### src/rtl/router_fsm.sv
// router_fsm: packet-reception controller that sequences the 1x3 router register/synchroniser datapath.
module router_fsm #(
    parameter int DATA_WIDTH = 8
) (
    input  logic                  clk,
    input  logic                  resetn,
    input  logic                  pkt_valid,
    input  logic [DATA_WIDTH-1:0] data_in,
    input  logic                  fifo_full,
    input  logic                  fifo_empty0,
    input  logic                  fifo_empty1,
    input  logic                  fifo_empty2,
    input  logic                  soft_reset0,
    input  logic                  soft_reset1,
    input  logic                  soft_reset2,
    input  logic                  parity_done,
    input  logic                  low_pkt_valid,
    output logic                  detect_add,
    output logic                  lfd_state,
    output logic                  ld_state,
    output logic                  laf_state,
    output logic                  full_state,
    output logic                  write_enb_reg,
    output logic                  rst_int_reg,
    output logic                  busy
);
    typedef enum logic [2:0] {DA, WTE, LFD, LD, FFS, LAF, LP, CPE} state_t;
    state_t     state_q, state_d;
    logic [1:0] addr_q, addr_d;
    logic       sel_empty, sel_soft, hdr_empty;
    logic [7:0] out_d;
    logic       unused_hi;
    assign unused_hi = ^data_in[DATA_WIDTH-1:2];
    always_comb begin
        sel_empty = addr_q == 2'd0 ? fifo_empty0 : addr_q == 2'd1 ? fifo_empty1 : addr_q == 2'd2 ? fifo_empty2 : 1'b0;
        sel_soft  = addr_q == 2'd0 ? soft_reset0 : addr_q == 2'd1 ? soft_reset1 : addr_q == 2'd2 ? soft_reset2 : 1'b0;
        hdr_empty = data_in[1:0] == 2'd0 ? fifo_empty0 : data_in[1:0] == 2'd1 ? fifo_empty1 : fifo_empty2;
        addr_d    = (state_q == DA && pkt_valid) ? data_in[1:0] : addr_q;
        state_d   = DA;
        if (state_q != DA && sel_soft)
            state_d = DA;
        else
            case (state_q)
                DA:      state_d = (pkt_valid && data_in[1:0] != 2'd3) ? (hdr_empty ? LFD : WTE) : DA;
                WTE:     state_d = sel_empty ? LFD : WTE;
                LFD:     state_d = LD;
                LD:      state_d = fifo_full ? FFS : (!pkt_valid ? LP : LD);
                FFS:     state_d = fifo_full ? FFS : LAF;
                LAF:     state_d = parity_done ? DA : (low_pkt_valid ? LP : LD);
                LP:      state_d = CPE;
                CPE:     state_d = fifo_full ? FFS : DA;
                default: state_d = DA;
            endcase
        // Outputs are registered from the next state, so they track state_q exactly.
        out_d = {state_d == DA, state_d == LFD, state_d == LD, state_d == LAF, state_d == FFS,
                 state_d == LD || state_d == LP || state_d == LAF, state_d == CPE,
                 state_d != DA && state_d != LD};
    end
    always_ff @(posedge clk) begin
        if (!resetn) begin
            state_q <= DA;
            addr_q  <= 2'd0;
            {detect_add, lfd_state, ld_state, laf_state, full_state, write_enb_reg, rst_int_reg, busy} <= 8'b1000_0000;
        end else begin
            state_q <= state_d;
            addr_q  <= addr_d;
            {detect_add, lfd_state, ld_state, laf_state, full_state, write_enb_reg, rst_int_reg, busy} <= out_d;
        end
    end
endmodule

### config.mk
export PLATFORM = sky130hd
export DESIGN_NAME = router_fsm
export DESIGN_NICKNAME = d
export VERILOG_FILES = /design/src/rtl/router_fsm.sv
export SDC_FILE = /design/constraint.sdc
export NUM_CORES = 1
export LEC_CHECK = 0
export BUFFER_PORTS_ARGS = -buffer_cell sky130_fd_sc_hd__buf_2
export CORE_AREA = 5 5 43 49
export DETAILED_ROUTE_END_ITERATION = 8
export DIE_AREA = 0 0 48 54
export PLACE_DENSITY = 0.79
export SLEW_MARGIN = 20
export SYNTH_ARGS = -nofsm -noshare
export SYNTH_HDL_FRONTEND = slang
export SYNTH_SLANG_ARGS = --single-unit
### constraint.sdc
create_clock -name clk -period 2 [get_ports clk]
set_input_delay 0.1 -clock clk [delete_from_list [all_inputs] [get_ports clk]]
set_output_delay 0.1 -clock clk [all_outputs]
set_load 0.01 [all_outputs]
==> out/results.tsv, run 1 <==
metric	value	unit
run_status	finished clean	
vdd_drop_max	0.394	mV
grt.total_usage	12.7	%
worst_ep_required_time	2.16	ns
clkSinkCount	13	
synthCells	77	
critPathCaptureType	flop	
layout_commonest_cell	buf_2	
final_cell_mix	21 x buf_2, 13 x dfxtp_1, 8 x nand2_1	
antenna-diode-count	0	
num_io_pins	28	
avgSynthCellArea	8.76	µm²
yosys-mux-area-fraction	6.12	%
floorplan.die.height	54	µm
rsz_0062_raised_after_global_routing	no	
fraction_of_the_yosys_area_taken_by_sequential_cells	38.6	%
numCtsBuffers	3	
power_frac_comb	24.4	%
hold-path-endpoint	detect_add	
layout_top_registers	state_q (3), addr_q (2)	
grt_pass1_wl	2.33	mm
worst_ep_arrival_time	1.93	ns
switching_share	29.1	%
hpwl	1.12	mm
post_synth_instance_area	674	µm²
io_buffer_count	21	
dieWidth	48	µm
routability_driven_placement_congestion_ratio	0.756	
dr.pass1.iters	4	
ant_nets	0	
fin_cells	117	
cts_max_level	1	
path_class	reg2reg	
vias	616	
holdCritStartpoint	resetn	
reg2reg_depth	6	
timing_worst_slew_pin_value	0.349	ns
timing_hold_violations_final	0	
clkLatencyLatePin	0.27	ns
power_frac_clock	26.2	%
max_freq	565	MHz
syn_to_final_growth	19.9	%
post_synth_num_cell_types	38	
timing.critical_path.fanout_max	8	
grt_max_degree	13	
flop2flop_setup_slack	0.23	ns
post_synth_fa_ha_maj_area_fraction	0	%
seq_power_share	49.3	%
largest_register_ff_count	3	
critical_path.reg2reg.startpoint	state_q[1]	
hold_path_depth	2	
max-cap-violations	0	
dr.first_iter.drc_count	11	
cts_repair_resize_count	0	
cts_setup_buffers	0	
xor_xnor_portion_of_the_synthesized_cell_area	0	%
die_area	2590	µm²
power.switching	175	µW
power.density	744	nW/µm²
avgViaCountPerCell	5.26	
crit_path_start_kind	flop	
report.final.slew_viol_count	0	
initial_utilization	41.1	%
yosysWarningCount	0	
grt_remaining_overflow	0	
main_combinational_cell_family_by_area_after_synthesis	simple AND/OR/NAND/NOR gates	
worst_setup_hold_path_clk_slew	0.08	ns
drive_above_1_share	34.3	%
timing.clock.skew	0.00871	ns
min-delay-path-class	in2reg	
leakage_power	0.000369	µW
synth_compound_area_share	22.3	%
placementRows	16	
first_global_vias	594	
design.final.nets	120	
mappedNetlistNets	97	
max-clock-path-buffers	2	
finalSetupViolations	0	
fin_setup_tns	0	ns
post_drt_wl_per_cell	11.8	µm
cts_root_buf	clkbuf_4	
tightest_slew_margin_relative_to_the_limit	76.7	%
grt_antenna_before_repair	0	
drt_drc	0	
synth_simple_gate_area_share	28.9	%
cellInternalPower	427	µW
regMostFlops	state_q	
period_minus_slack	1.77	ns
placed_cells_incl_taps	113	
worst_r2r_endpoint	busy	
post-route-period-util	88.5	%
cts_tree	built	
floorplan.core_area	1640	µm²
hold_buffers	0	
routed_wirelength	1.38	mm
utilization	49.2	%
synth-seq-cells	13	
[through the flow]
stage | power [µW] | worst slack [ns] | hold slack, ns | area [µm²]
3_3_place_gp | 446 | 0.241 | 0.333 | 782
2_1_floorplan | 407 | 0.345 | 0.162 | 674
3_5_place_dp | 451 | 0.239 | 0.344 | 782
4_1_cts | 608 | 0.221 | 0.0635 | 808
6_report | 602 | 0.230 | 0.0699 | 808
5_1_grt | 641 | 0.0888 | 0.0815 | 808
[cell usage after synthesis]
cell type	count	share of area, %
or2_2	2	1.9
o2111ai_1	1	1.3
nand3_1	6	4.5
a21oi_1	2	1.5
nand3b_1	2	2.2
nor2b_1	2	1.9
clkbuf_1	1	0.56
a31oi_1	1	0.93
nand2b_1	2	1.9
a22oi_2	1	1.9
nor2_1	5	2.8
mux2_2	1	1.7
o211ai_2	1	1.9
o211a_1	1	1.5
or3_1	1	0.93
nand2_1	8	4.5
inv_1	2	1.1
o21a_1	1	1.1
dfxtp_1	13	39
buf_2	1	0.74
and3_1	1	0.93
mux2i_1	3	4.5
and3_2	1	1.1
o21ai_0	2	1.5
a32oi_1	1	1.3
o22ai_1	1	0.93
buf_6	1	1.7
nor3_1	1	0.74
and2_2	1	1.1
nor3_2	1	1.5
and2_1	2	1.9
o31ai_1	1	1.1
o221ai_1	1	1.3
o211ai_1	1	1.1
o21ba_2	1	1.5
or3b_1	1	1.3
a21boi_0	2	2.2
o21ai_2	1	1.3
[cell type report]
| cell class | count | area [µm²] |
|---|---|---|
| Clock buffer | 4 | 26.3 |
| Fill cell | 164 | 833 |
| Inverter | 2 | 7.51 |
| Multi-Input combinational cell | 59 | 387 |
| Sequential cell | 13 | 260 |
| Tap cell | 18 | 22.5 |
| Timing Repair Buffer | 21 | 105 |
[cells by family after synthesis]
logic type             after synthesis
buffers and inverters                5
AOI/OAI and AO/OA                   19
DFF                                 13
muxes                                4
and+or+nand+nor                     36
[worst max-delay path by stage]
stage	start	cells after the start	end
after floorplan	state_q[0]	7	busy
after global placement	addr_q[1]	6	busy
after detailed placement	addr_q[1]	6	busy
after CTS	addr_q[1]	6	busy
after global routing	addr_q[1]	6	busy
final	state_q[1]	6	busy
[metal layers]
layer  global-route usage [%]  vias to the layer above  wire length [µm]
met4                     8.07                        0                27
met1                     14.2                      272               551
met3                     2.34                        2                93
met2                     21.1                       14               709
met5                        0                        -                 0
li1                         -                      328                 -
[power by group through the flow]
stage          registers [µW]  logic (µW)  clock network (µW)
2_1_floorplan             303         104                   0
3_3_place_gp              302         144                   0
4_1_cts                   297         149                 162
6_report                  297         147                 158
5_1_grt                   301         169                 171
3_5_place_dp              303         148                   0
[worst max-delay path, cell delays in order (launching register included)]
cell,delay (ns)
dfxtp_1,0.39
or3_1,0.40
o211ai_2,0.11
o21ai_2,0.11
nand2_1,0.13
or3b_1,0.38
o211a_1,0.14
Power figures use the tool's default switching activity.
==> run 2, diff against run 1 <==
--- a/config.mk
+++ b/config.mk
@@ -6,10 +6,10 @@
 export NUM_CORES = 1
 export LEC_CHECK = 0
 export BUFFER_PORTS_ARGS = -buffer_cell sky130_fd_sc_hd__buf_2
-export CORE_AREA = 5 5 43 49
+export CORE_AREA = 5 5 45 51
 export DETAILED_ROUTE_END_ITERATION = 8
-export DIE_AREA = 0 0 48 54
-export PLACE_DENSITY = 0.79
+export DIE_AREA = 0 0 50 56
+export PLACE_DENSITY = 0.76
 export SLEW_MARGIN = 20
 export SYNTH_ARGS = -nofsm -noshare
 export SYNTH_HDL_FRONTEND = slang
==> constraint.sdc (replaced) <==
create_clock -name clk -period 1.45 [get_ports clk]
set_input_delay 0.0725 -clock clk [delete_from_list [all_inputs] [get_ports clk]]
set_output_delay 0.0725 -clock clk [all_outputs]
set_load 0.01 [all_outputs]
==> run 2 against run 1 <==
Effect of this change: the run now ends with negative setup slack left; combinational power increased by 110%; global-route usage rose by 0.82 points; wire length grew 27%; first-iteration DRC count is 18% higher; sequential cell count unchanged; maximum frequency up 9.1%; clock power up 39%; critical path depth unchanged; worst setup slack lost 0.40 ns; sequential power grew 39%; core utilization rose by 8.2 points; non-clock buffer count increased by 15.
==> out/results.tsv, run 2 (same netlist as run 1, synthesis figures left out) <==
metric	value	unit
grt_pass1_wl	3.01	mm
largest_register_ff_count	3	
floorplan.core_area	1720	µm²
placed_cell_area	896	µm²
drt_drc	0	
dieWidth	50	µm
floorplan.die.height	56	µm
timing_hold_violations_final	0	
power.density	955	nW/µm²
timing.critical_path.fanout_max	6	
leakage_power	0.000453	µW
timing.clock.skew	0.00357	ns
cp.buffers_inverters	0	
routability_driven_placement_congestion_ratio	0.906	
dr.pass1.iters	4	
min-delay-path-class	in2reg	
initial_utilization	39.2	%
power.switching	280	µW
power_frac_clock	23.2	%
violations	negative setup slack	
period_minus_slack	1.62	ns
hpwl	1.37	mm
worst_setup_hold_path_clk_slew	0.08	ns
grt_max_degree	10	
final_cell_mix	21 x buf_2, 14 x buf_4, 9 x dfxtp_1	
power_frac_comb	33.2	%
timing_worst_slew_pin_value	0.248	ns
reg2reg_depth	6	
numCtsBuffers	3	
cts_root_buf	clkbuf_4	
critical_path.slowest_cell	or3_4	
grt_remaining_overflow	0	
stdcell_area	990	µm²
avgViaCountPerCell	5.38	
layout_top_registers	state_q (3), addr_q (2)	
worst_r2r_endpoint	busy	
switching_share	29.6	%
drive_above_1_share	53.5	%
post_drt_wl_per_cell	13.3	µm
post-route-period-util	112	%
grt.total_usage	13.5	%
syn_to_final_growth	46.8	%
placementRows	16	
timing.critical_path.slowest_cell_delay	0.38	ns
worst_ep_arrival_time	1.79	ns
finalSetupViolations	8	
first_global_vias	731	
vdd_drop_max	0.551	mV
cts_max_level	1	
run_status	finished, violations left	
tightest_slew_margin_relative_to_the_limit	83.0	%
routed_wirelength	1.75	mm
num_io_pins	28	
final.setup.worst_slack	-0.172	ns
io_buffer_count	21	
max_freq	617	MHz
utilization	57.5	%
die_area	2800	µm²
path_class	reg2reg	
timing.critical_path.from	state_q[1]	
crit_path_start_kind	flop	
dr.first_iter.drc_count	13	
max-clock-path-buffers	2	
critical_path.top_delay_family	simple AND/OR/NAND/NOR gates	
timing.critical_path.depth	6	
report.final.slew_viol_count	0	
rsz_0062_raised_after_global_routing	yes	
worst_ep_required_time	1.62	ns
max-cap-violations	0	
clkLatencyLatePin	0.27	ns
seq_power_share	43.6	%
ant_nets	0	
dp_slack	-0.175	ns
regMostFlops	state_q	
critPathCapture	busy	
design.final.nets	135	
flop2flop_setup_slack	-0.17	ns
layout_commonest_cell	buf_2	
cts_tree	built	
cellInternalPower	665	µW
grt_antenna_before_repair	0	
critical_path.reg2reg.startpoint	state_q[1]	
clkSinkCount	13	
critPathCaptureType	flop	
crit_chain	or3_4, o211ai_4, o21ai_2, nand2_1, or3b_1, o211a_1	
antenna-diode-count	0	
vias	710	
[run 2: cell types whose count changed in the layout (fill, tap and decap cells not counted), moves of 2 or more]
cell,before,now
dfxtp_2,0,3
dfxtp_1,13,9
nand3_1,6,4
buf_4,0,14
nand3_2,0,2
nand2_2,0,2
nand2_1,8,6
[run 2: power by group through the flow]
stage,sequential [µW],combinational [µW],clock [µW]
detailed placement,415,275,0
floorplan,419,143,0
CTS,409,303,228
finish,412,314,219
global placement,414,268,0
global route,417,344,254
[run 2: worst min-delay path by stage]
stage / endpoint / startpoint / cells after the start
floorplan: detect_add / resetn / 1
global placement: detect_add / resetn / 2
detailed placement: detect_add / resetn / 2
CTS: detect_add / resetn / 2
global route: detect_add / resetn / 2
finish: detect_add / resetn / 2
[run 2: cell type report]
cell class | instances | area [µm²]
Multi-Input combinational cell | 59 | 444
Sequential cell | 13 | 268
Fill cell | 145 | 732
Inverter | 2 | 7.51
Clock buffer | 4 | 26.3
Tap cell | 18 | 22.5
Timing Repair Buffer | 36 | 221
[run 2: repair_timing]
item	CTS	global route
setup endpoints to repair	9	10
endpoints found under the hold margin	0	0
buffers inserted	1	0
gates resized for setup	9	9
hold buffers	0	0
pin swaps	1	3
[run 2: through the flow]
step / power [µW] / cells / hold slack, ns / TNS, ns
floorplan: 562 / 77 / 0.134 / -0.311
global placement: 682 / 128 / 0.309 / -0.483
detailed placement: 690 / 128 / 0.316 / -0.859
CTS: 940 / 133 / 0.0334 / -0.881
global route: 1010 / 132 / 0.0373 / -1.43
finish: 945 / 132 / 0.0380 / -0.505
[run 2: layer usage]
metal  GRT usage [%]  up-vias  share of wire [%]
met1            14.3      331                 40
met2            22.1       23                 51
met3            5.09        4                7.6
li1                -      352                  -
met4            7.87        0                1.9
met5               0        -                  0
